**config.mk**
```make
export PLATFORM = sky130hd
export DESIGN_NAME = alu_op_sequencer
export DESIGN_NICKNAME = d
export VERILOG_FILES = /design/src/rtl/alu_op_sequencer.sv
export SDC_FILE = /design/constraint.sdc
export NUM_CORES = 1
export LEC_CHECK = 0
export CAP_MARGIN = 15
export CORE_AREA = 5 5 62 119
export CTS_BUF_LIST = sky130_fd_sc_hd__clkbuf_4
export DETAILED_ROUTE_END_ITERATION = 6
export DIE_AREA = 0 0 67 124
export GPL_TIMING_DRIVEN = 0
export HOLD_SLACK_MARGIN = 0.08
export PLACE_DENSITY = 0.8
export SYNTH_ARGS = -nofsm -noshare
export SYNTH_HDL_FRONTEND = slang
export SYNTH_SLANG_ARGS = --single-unit
```
**constraint.sdc**
```tcl
create_clock -name clk -period 2.63 [get_ports clk]
set_input_delay 0.3945 -clock clk [delete_from_list [all_inputs] [get_ports clk]]
set_output_delay 0.3945 -clock clk [all_outputs]
set_load 0.05 [all_outputs]
```
**src/rtl/alu_op_sequencer.sv**
```systemverilog
// alu_op_sequencer
//
// Initiator side of an 8-bit ALU operand/result interface. A command is
// accepted over a valid/ready channel. Its operands and opcode are registered
// onto the combinational ALU and held for SETTLE_CYCLES cycles, and then the
// 16-bit ALU result is captured. The result and its status flags are returned
// over a valid/ready response channel. An 8-bit accumulator lets commands
// chain results without a round-trip through the host.
//
// Handshake rule (both channels): a transfer happens at a rising clk edge
// where valid and ready are both 1. The producer holds valid and payload
// stable until that edge. Ready never depends combinationally on valid.
//
// Parameters:
//   SETTLE_CYCLES  cycles the ALU inputs are held before capture (1..15)
//
// Ports:
//   clk          rising-edge clock
//   rst          synchronous active-high reset
//   cmd_valid    command present
//   cmd_ready    sequencer can accept a command (registered)
//   cmd_op       ADD=000 SUB=001 MUL=010 DIV=011 AND=100 OR=101 NEG=110 XOR=111
//   cmd_a        operand A, used when cmd_use_acc=0
//   cmd_b        operand B
//   cmd_use_acc  1: operand A is taken from the accumulator
//   cmd_wb       1: write res[7:0] to the accumulator at capture
//   alu_a        ALU operand A (registered)
//   alu_b        ALU operand B (registered)
//   alu_sel      ALU opcode (registered)
//   alu_res      ALU result, combinational from alu_a/alu_b/alu_sel
//   rsp_valid    response present (registered)
//   rsp_ready    consumer accepts response
//   rsp_data     captured result
//   rsp_zero     rsp_data == 0
//   rsp_dbz      op was DIV with operand B == 0
//   acc          current accumulator value
//   op_count     completed responses, wraps 0xFFFF -> 0

module alu_op_sequencer #(
    parameter int unsigned SETTLE_CYCLES = 1
) (
    input  logic        clk,
    input  logic        rst,
    input  logic        cmd_valid,
    output logic        cmd_ready,
    input  logic [2:0]  cmd_op,
    input  logic [7:0]  cmd_a,
    input  logic [7:0]  cmd_b,
    input  logic        cmd_use_acc,
    input  logic        cmd_wb,
    output logic [7:0]  alu_a,
    output logic [7:0]  alu_b,
    output logic [2:0]  alu_sel,
    input  logic [15:0] alu_res,
    output logic        rsp_valid,
    input  logic        rsp_ready,
    output logic [15:0] rsp_data,
    output logic        rsp_zero,
    output logic        rsp_dbz,
    output logic [7:0]  acc,
    output logic [15:0] op_count
);

    localparam logic [2:0] OP_DIV      = 3'b011;
    localparam logic [3:0] SETTLE_LOAD = 4'(SETTLE_CYCLES - 1);

    typedef enum logic [1:0] {
        IDLE  = 2'd0,
        ISSUE = 2'd1,
        RESP  = 2'd2
    } state_t;

    // The state register is kept as a named enum so that checkers can bind
    // to it hierarchically (u_dut.state).
    state_t     state;
    logic [3:0] settle_cnt;
    logic       wb_q;

    // cmd_ready and rsp_valid are flops that are updated together with the
    // state. This means no input reaches an output combinationally.
    always_ff @(posedge clk) begin
        if (rst) begin
            state      <= IDLE;
            cmd_ready  <= 1'b1;
            rsp_valid  <= 1'b0;
            rsp_data   <= '0;
            rsp_zero   <= 1'b0;
            rsp_dbz    <= 1'b0;
            alu_a      <= '0;
            alu_b      <= '0;
            alu_sel    <= '0;
            acc        <= '0;
            op_count   <= '0;
            settle_cnt <= '0;
            wb_q       <= 1'b0;
        end else begin
            case (state)
                IDLE: begin
                    if (cmd_valid && cmd_ready) begin
                        // The accumulator is sampled at the accept edge. Any
                        // write-back from the previous op landed well before.
                        alu_a      <= cmd_use_acc ? acc : cmd_a;
                        alu_b      <= cmd_b;
                        alu_sel    <= cmd_op;
                        wb_q       <= cmd_wb;
                        settle_cnt <= SETTLE_LOAD;
                        cmd_ready  <= 1'b0;
                        state      <= ISSUE;
                    end
                end

                ISSUE: begin
                    if (settle_cnt == 4'd0) begin
                        rsp_data  <= alu_res;
                        rsp_zero  <= (alu_res == 16'd0);
                        // Divide-by-zero is decided from the operands driven
                        // to the ALU, not from the value the ALU returns.
                        rsp_dbz   <= (alu_sel == OP_DIV) && (alu_b == 8'd0);
                        if (wb_q) begin
                            acc <= alu_res[7:0];
                        end
                        rsp_valid <= 1'b1;
                        state     <= RESP;
                    end else begin
                        settle_cnt <= settle_cnt - 4'd1;
                    end
                end

                RESP: begin
                    if (rsp_valid && rsp_ready) begin
                        rsp_valid <= 1'b0;
                        op_count  <= op_count + 16'd1;
                        // cmd_ready rises only in the following cycle. There
                        // is no same-cycle bypass from the response to the
                        // next command.
                        cmd_ready <= 1'b1;
                        state     <= IDLE;
                    end
                end

                default: begin
                    state     <= IDLE;
                    cmd_ready <= 1'b1;
                    rsp_valid <= 1'b0;
                end
            endcase
        end
    end

endmodule

```
=== After elaboration in Yosys (flattened, before gate mapping) ===
Cells that the tools add are included.

* Register bits: 70

* Equality and inequality tests: 7
* Multiplexer cells: 14
* $add $sub $neg: 2
* Bitwise gates (word level): 2
* Reduce and logical (&&, ||, !) cells: 16

{| class="wikitable"
|+ Operators by type and width
! kind !! number
|-
| adder 16 x 1 -> 16 bit (second input constant) || 1
|-
| zero test 16 bit || 1
|-
| AND reduction 3 bit || 5
|-
| zero test 8 bit || 1
|-
| two-way mux 4 bit || 2
|-
| two-way mux 8 bit || 1
|-
| inequality test 2 bit (second input constant) || 4
|-
| case mux 4 bit (2 select lines) || 1
|-
| two-way mux 2 bit || 3
|-
| case mux 1 bit (3 select lines) || 2
|-
| case mux 2 bit (3 select lines) || 1
|-
| AND reduction 2 bit || 3
|-
| zero test 4 bit || 1
|-
| two-way mux 1 bit || 4
|-
| subtractor 4 x 1 -> 4 bit (second input constant) || 1
|-
| == test 3 x 2 -> 1 bit (second input constant) || 1
|-
| logical AND 1 bit || 3
|-
| == test 2 x 1 -> 1 bit (second input constant) || 1
|-
| == test 2 bit (second input constant) || 1
|-
| zero test 2 bit || 1
|-
| inverter 1 bit || 2
|-
| nonzero test 2 bit || 1
|}

=== Longest topological paths before layout ===
Gate-level depths: netlist of run 1.

* Depth in word-level cells: 3
* Mapped depth: 7
* Mapped depth without buffers: 6

=== Worst setup path before layout of run 1 ===
OpenSTA, ideal clock, no wires.

* Path type: register to register
* Start point: register rsp_valid
* End point: register op_count[13]
* Path buffers: 0
* Cell stages (with the launch flop): 5
* Library setup time: 0.070 ns
* Arrival: 1.978 ns
* Setup slack: 0.581 ns
* Data required time: 2.560 ns
* Cell sequence: dfxtp_1 > nand4b_4 > or4_4 > or3_1 > a21oi_1

* Longest elaborated chain between the ends: 2

{| class="wikitable"
|+ RTL lines
! what !! line !! text
|-
| start: declaration || 55 || <nowiki>output logic rsp_valid,</nowiki>
|-
| start signal: assignment || 85 || <nowiki>rsp_valid <= 1'b0;</nowiki>
|-
| start signal: assignment || 122 || <nowiki>rsp_valid <= 1'b1;</nowiki>
|-
| start signal: assignment || 131 || <nowiki>rsp_valid <= 1'b0;</nowiki>
|-
| logical AND 1 bit || 130 || <nowiki>if (rsp_valid && rsp_ready) begin</nowiki>
|-
| AND reduction 2 bit (no source line) || n/a ||
|-
| end signal: assignment || 132 || <nowiki>op_count <= op_count + 16'd1;</nowiki>
|-
| end: declaration || 61 || <nowiki>output logic [15:0] op_count</nowiki>
|}

Every way passes these cells.
A chain may end at the register's enable or synchronous reset.

=== Worst setup path after layout of run 1 ===
* Start point: register settle_cnt[0]
* End point: register rsp_data[7]

* Longest elaborated chain between the ends: 2

{| class="wikitable"
|+ RTL lines
! what !! line !! text
|-
| start: declaration || 76 || <nowiki>logic [3:0] settle_cnt;</nowiki>
|-
| start signal: assignment || 125 || <nowiki>settle_cnt <= settle_cnt - 4'd1;</nowiki>
|-
| zero test 4 bit || 113 || <nowiki>if (settle_cnt == 4'd0) begin</nowiki>
|-
| AND reduction 2 bit (no source line) || n/a ||
|-
| end signal: assignment || 114 || <nowiki>rsp_data <= alu_res;</nowiki>
|-
| end: declaration || 57 || <nowiki>output logic [15:0] rsp_data,</nowiki>
|}

Every way passes these cells.

==> out/metrics.yaml, run 1 <==
clock_tree:
  holdBufCountCts: 0
  post-cts-setup-buffers: 0
  cts_tree: "built"
  clock-root-buffer: "clkbuf_4"
  post_cts_resized: 0
  clkSinkCount: 70
  cts_max_level: 3
  clk_pin_slew_ps: 110
  cts_made_buffers: 9
  cts_buffer_depth: 2
  insertion_delay_ps: 410
power_and_ir_drop:
  p_comb_share_pct: 21.8
  switchingPower_mw: 0.727
  cellLeakagePower_nw: 1.52
  clkPwrFrac_pct: 31.1
  p_int_mw: 1.71
  switching_share_pct: 29.8
  p_seq_share_pct: 47.1
  power_per_cell_area_nw_per_um2: 594
  peakVddDrop_uv: 396
sta:
  worst_pin_slew_ps: 647
  finalHoldViolCount: 0
  finalCritPeriodShare_pct: 83.7
  clock_skew_ps: 10.4
  maxSlewViolCount: 0
  hold_slack_ps: 460
  fmax_mhz: 454
  setup_violations: 0
  slew_headroom_pct: 56.3
  period_needed_ps: 2200
  rsz0062_at_grt: "false"
  tns_ps: 0
global_route:
  grt_max_degree: 12
  grt_first_pass_wirelength_mm: 12.3
  grt-ovfl-total: 0
  first_global_vias: 2697
  grt_antenna_before_repair: 0
  grt_usage_pct: 19.5
detailed_routing:
  postRouteAntennaNets: 0
  routed_wl_mm: 7.60
  routedWlPerCell_microns: 14.3
  firstDrtPassIters: 4
  initialDrtViolationCount: 120
  vias: 2740
  vias_per_cell: 5.17
  remaining_drc_errors: 0
floorplanning:
  die_w_microns: 67
  die_y_microns: 124
  core_sq_um: 6310
  num_rows: 41
  ioPinCount: 104
  die_area_sq_um: 8310
  start_util_pct: 44.9
finish:
  final_common_cell: "clkdlybuf4s50_1"
  drive_gt1_share_pct: 5.41
  final_cell_mix: "101 x clkdlybuf4s50_1, 70 x dfxtp_1, 68 x nand2_1"
  areaGrowthSynthToFinish_pct: 45.0
  n_antenna_cell: 0
  fillers: 545
  nNetsFinal: 483
placement:
  gp_congestion: 0.826
  numPortBuffers: 101
  dp_hpwl_mm: 5.97
worst_setup_path:
  cpLargestDelayFamily: "simple AND/OR/NAND/NOR gates"
  critPathSlowestCell: "nor2_1"
  endpoint_kind: "register"
  path_cells: "inv_1 > ha_1 > or3b_2 > nor2_1 > buf_2 > nand2_1 > a21oi_1"
  worst-path-max-fanout: 10
  path_class: "reg2reg"
  cp.depth: 7
  cp_slowest_stage_delay_ps: 530
  r2r_slack_ps: 430
  r2r-start: "settle_cnt[0]$_SDFFE_PP0P_"
  crit_arrival_ps: 2540
  critPathBufInv: 2
  reg2reg_depth: 7
  r2r-end: "rsp_data[7]$_SDFFE_PP0P_"
  critPathLaunchType: "register"
  endpoint: "rsp_data[7]$_SDFFE_PP0P_"
  critPathLaunch: "settle_cnt[0]$_SDFFE_PP0P_"
  required_ps: 2970
yosys:
  yosysSeqAreaShare_pct: 49.5
  synth_edf_count: 0
  ys.flop_type: "dfxtp_1"
  netlist_area_sq_um: 2830
  yosys_warnings: 0
  ys_ff_latch: 70
  syn_inst: 327
  synth.distinct_cells: 38
  synth_fp_nets: 371
  synthArstFlopShare_pct: 0
  syn_avg_cell_area_sq_um: 8.66
run_status:
  outcome: "finished clean"
min_path:
  hold_path_class: "reg2reg"
run:
  max_cap_violations: 0
## cell usage after synthesis, drive strengths merged, types with 3 or more instances
cell / count / area (sq um)
dfxtp: 70 / 1400
nand2: 68 / 255
a21oi: 40 / 200
nor2: 31 / 116
mux2i: 16 / 160
clkbuf: 14 / 52.6
a211oi: 8 / 60.1
nor3: 8 / 40.0
nand3: 7 / 35.0
nor4: 7 / 43.8
xnor2: 7 / 61.3
nand4: 6 / 37.5
xor2: 6 / 52.6
buf: 4 / 25.0
inv: 4 / 15.0
or3: 4 / 26.3
ha: 3 / 37.5
o21ai: 3 / 15.0
## layer usage
metal  routed length (microns)  track usage, %  vias to the layer above
li1                          -               -                     1359
met1                      2720            19.0                     1279
met2                      4230            36.3                       83
met3                       360            3.43                       19
met4                       291            12.2                        0
met5                         0               0                        -
## sequential cells by signal, indices dropped and copies added (netlist names), 2 cells and up
register    flops
acc             8
alu_a           8
alu_b           8
alu_sel         3
op_count       16
rsp_data       16
settle_cnt      4
state           2
## worst register-to-register path: stages (launching register included)
cell and delay, ps:
dfxtp_1 350, inv_1 90, ha_1 150, or3b_2 490, nor2_1 530, buf_2 320
nand2_1 70, a21oi_1 130
## power groups by stage
stage,logic [mW],registers [mW],clock network (mW)
finish,0.531,1.15,0.760
global route,0.564,1.16,0.815
CTS,0.535,1.15,0.779
detailed placement,0.533,1.18,0
global placement,0.528,1.17,0
floorplan,0.154,1.34,0
## cell type report
type	instances	area, sq um	share of cell area (%)
buffer	18	77.6	1.89
multi-input combinational	235	1340	32.6
clock buffer	11	82.6	2.01
sequential	70	1400	34.1
timing repair buffer	101	1010	24.6
tap	86	108	2.62
inverter	4	15.0	0.366
clock inverter	5	73.8	1.80
## through the flow
| stage | instance area [sq um] | setup slack, ps | power (mW) | utilization [%] | instances |
|---|---|---|---|---|---|
| after floorplan | 2830 | 581 | 1.50 | - | 327 |
| after global placement | 3950 | 293 | 1.70 | 62.6 | 514 |
| after detailed placement | 3950 | 268 | 1.71 | 62.6 | 514 |
| after CTS | 4110 | 401 | 2.47 | 65.1 | 530 |
| after global routing | 4110 | 247 | 2.54 | 65.1 | 530 |
| final | 4110 | 429 | 2.44 | 65.1 | 530 |
## worst min path at each step
stage / startpoint / endpoint / cells past startpoint
floorplan: wb_q$_SDFFE_PP0P_ / wb_q$_SDFFE_PP0P_ / 2
global placement: rsp_dbz$_SDFFE_PP0P_ / rsp_dbz$_SDFFE_PP0P_ / 2
detailed placement: rsp_zero$_SDFFE_PP0P_ / rsp_zero$_SDFFE_PP0P_ / 2
CTS: rsp_zero$_SDFFE_PP0P_ / rsp_zero$_SDFFE_PP0P_ / 2
global route: rsp_data[8]$_SDFFE_PP0P_ / rsp_data[8]$_SDFFE_PP0P_ / 2
finish: rsp_zero$_SDFFE_PP0P_ / rsp_zero$_SDFFE_PP0P_ / 2
## cells by family (layout without fill, tap and decap cells)
family	count (synthesis)	after routing	synth area share [%]
fa+ha+maj	3	3	1.33
compound gates	55	55	11.0
flops	70	70	49.5
simple gates	148	148	25.3
buf+inv	22	139	3.27
mux	16	16	5.66
xor+xnor	13	13	4.02
Note: power is estimated with default switching activity, not from simulation.
==> run 2: changes to the inputs <==
- clock period: 2.63 -> 2.2 ns (I/O delays scaled with it)
==> run 2 against run 1 <==
Register-to-register slack worse by 250 ps. Critical path type is now reg2out. Non-clock buffer count stayed put. Largest power group unchanged. Sequential power is 20% higher. Sequential share of layout area is 0.10 points lower. Combinational power is 20% higher. Critical endpoint is now rsp_valid.
==> out/metrics.yaml, run 2 (synthesis gave the netlist of run 1 again) <==
worst_setup_path:
  worst-path-max-fanout: 6
  r2r-end: "rsp_data[7]$_SDFFE_PP0P_"
  cp_slowest_stage_delay_ps: 880
  required_ps: 1870
  cpLargestDelayFamily: "buffers and inverters"
  endpoint_kind: "primary output"
  reg2reg_depth: 7
  critPathBufInv: 1
  r2r_slack_ps: 180
  path_class: "reg2out"
  critPathSlowestCell: "clkdlybuf4s50_1"
  path_cells: "clkdlybuf4s50_1"
  crit_arrival_ps: 1750
  critPathLaunchType: "register"
  r2r-start: "settle_cnt[0]$_SDFFE_PP0P_"
  cp.depth: 1
sta:
  maxSlewViolCount: 0
  hold_slack_ps: 460
  setup_violations: 0
  slew_headroom_pct: 56.8
  finalCritPeriodShare_pct: 94.4
  worst_pin_slew_ps: 639
  period_needed_ps: 2080
  finalHoldViolCount: 0
  rsz0062_at_grt: "false"
  worst_slack_ps: 123
  clock_skew_ps: 11.4
  fmax_mhz: 481
floorplanning:
  num_rows: 41
  die_area_sq_um: 8310
  die_w_microns: 67
  die_y_microns: 124
  ioPinCount: 104
  start_util_pct: 44.9
  core_sq_um: 6310
min_path:
  hold_path_startpoint: "rsp_zero$_SDFFE_PP0P_"
  worstHoldPathCells: 2
  hold_path_class: "reg2reg"
  hold_end: "rsp_zero$_SDFFE_PP0P_"
finish:
  fillers: 541
  final_common_cell: "clkdlybuf4s50_1"
  n_antenna_cell: 0
  nNetsFinal: 483
  areaGrowthSynthToFinish_pct: 45.5
  reg.largest.list: "op_count (16), rsp_data (16)"
  final_cell_mix: "101 x clkdlybuf4s50_1, 70 x dfxtp_1, 68 x nand2_1"
  drive_gt1_share_pct: 6.08
  stdcell_count: 530
clock_tree:
  post_cts_resized: 1
  cts_made_buffers: 9
  clock-root-buffer: "clkbuf_4"
  post-cts-setup-buffers: 0
  clk_pin_slew_ps: 110
  clkSinkCount: 70
  insertion_delay_ps: 410
  cts_tree: "built"
  cts_buffer_depth: 2
  cts_max_level: 3
  holdBufCountCts: 0
global_route:
  grt-ovfl-total: 0
  first_global_vias: 2697
  met3_usage_pct: 3.43
  grt_antenna_before_repair: 0
  grt_max_degree: 12
  grt_usage_pct: 19.5
  grt_first_pass_wirelength_mm: 12.2
  busiest_layer: "met2"
  grtUsageMet1_pct: 18.9
  met2_usage_pct: 36.3
detailed_routing:
  routed_wl_mm: 7.64
  routedWlPerCell_microns: 14.4
  vias_per_cell: 5.16
  firstDrtPassIters: 4
  remaining_drc_errors: 0
  postRouteAntennaNets: 0
  initialDrtViolationCount: 106
  vias: 2735
placement:
  numPortBuffers: 101
  dp_cells: 514
  dp_hpwl_mm: 5.97
  gp_congestion: 0.826
  pre_cts_ws_ps: -98.0
power_and_ir_drop:
  cellLeakagePower_nw: 1.52
  power_per_cell_area_nw_per_um2: 709
  peakVddDrop_uv: 482
run:
  max_cap_violations: 0
run_status:
  outcome: "finished clean"
==> run 2: layer usage <==
layer  wire length, microns  up-vias
met5                      0        -
met4                    291        0
li1                       -     1360
met2                   4240       80
met1                   2760     1275
met3                    349       20
==> run 2: worst max-delay path by stage <==
stage | startpoint | to
2_1_floorplan | rsp_valid$_SDFFE_PP0P_ | op_count[13]$_SDFFE_PP0P_
3_3_place_gp | rsp_ready | op_count[15]$_SDFFE_PP0P_
3_5_place_dp | cmd_valid | alu_a[2]$_SDFFE_PP0P_
4_1_cts | settle_cnt[0]$_SDFFE_PP0P_ | rsp_data[10]$_SDFFE_PP0P_
5_1_grt | settle_cnt[0]$_SDFFE_PP0P_ | rsp_data[7]$_SDFFE_PP0P_
6_report | rsp_valid$_SDFFE_PP0P_ | rsp_valid
==> run 2: worst register-to-register path: stages (launching register included) <==
cell,delay [ps]
dfxtp_1,350
inv_1,90
ha_1,160
or3b_2,500
nor2_2,370
buf_2,290
nand2_1,70
a21oi_1,130
==> run 2: through the flow <==
| stage | power, mW | util [%] | instance area (sq um) | TNS, ps |
|---|---|---|---|---|
| after floorplan | 1.79 | - | 2830 | 0 |
| after global placement | 2.03 | 62.6 | 3950 | -456 |
| after detailed placement | 2.04 | 62.6 | 3950 | -796 |
| after CTS | 2.95 | 65.1 | 4110 | 0 |
| after global routing | 3.04 | 65.3 | 4120 | 0 |
| final | 2.92 | 65.3 | 4120 | 0 |
==> run 2: area by class of cell <==
type	instances	area, sq um	share of cell area [%]
multi-input cells	235	1350	32.8
flip-flops and latches	70	1400	34.0
well taps	86	108	2.61
repair buffers	101	1010	24.5
plain buffers	18	77.6	1.88
inverters	4	15.0	0.365
clock inverters	5	73.8	1.79
clock buffers	11	82.6	2.00
==> run 2: report_power, final <==
part	internal, mW	switching [mW]	total [mW]
logic	0.237	0.399	0.636
registers	1.33	0.0429	1.38
clock network	0.480	0.429	0.909
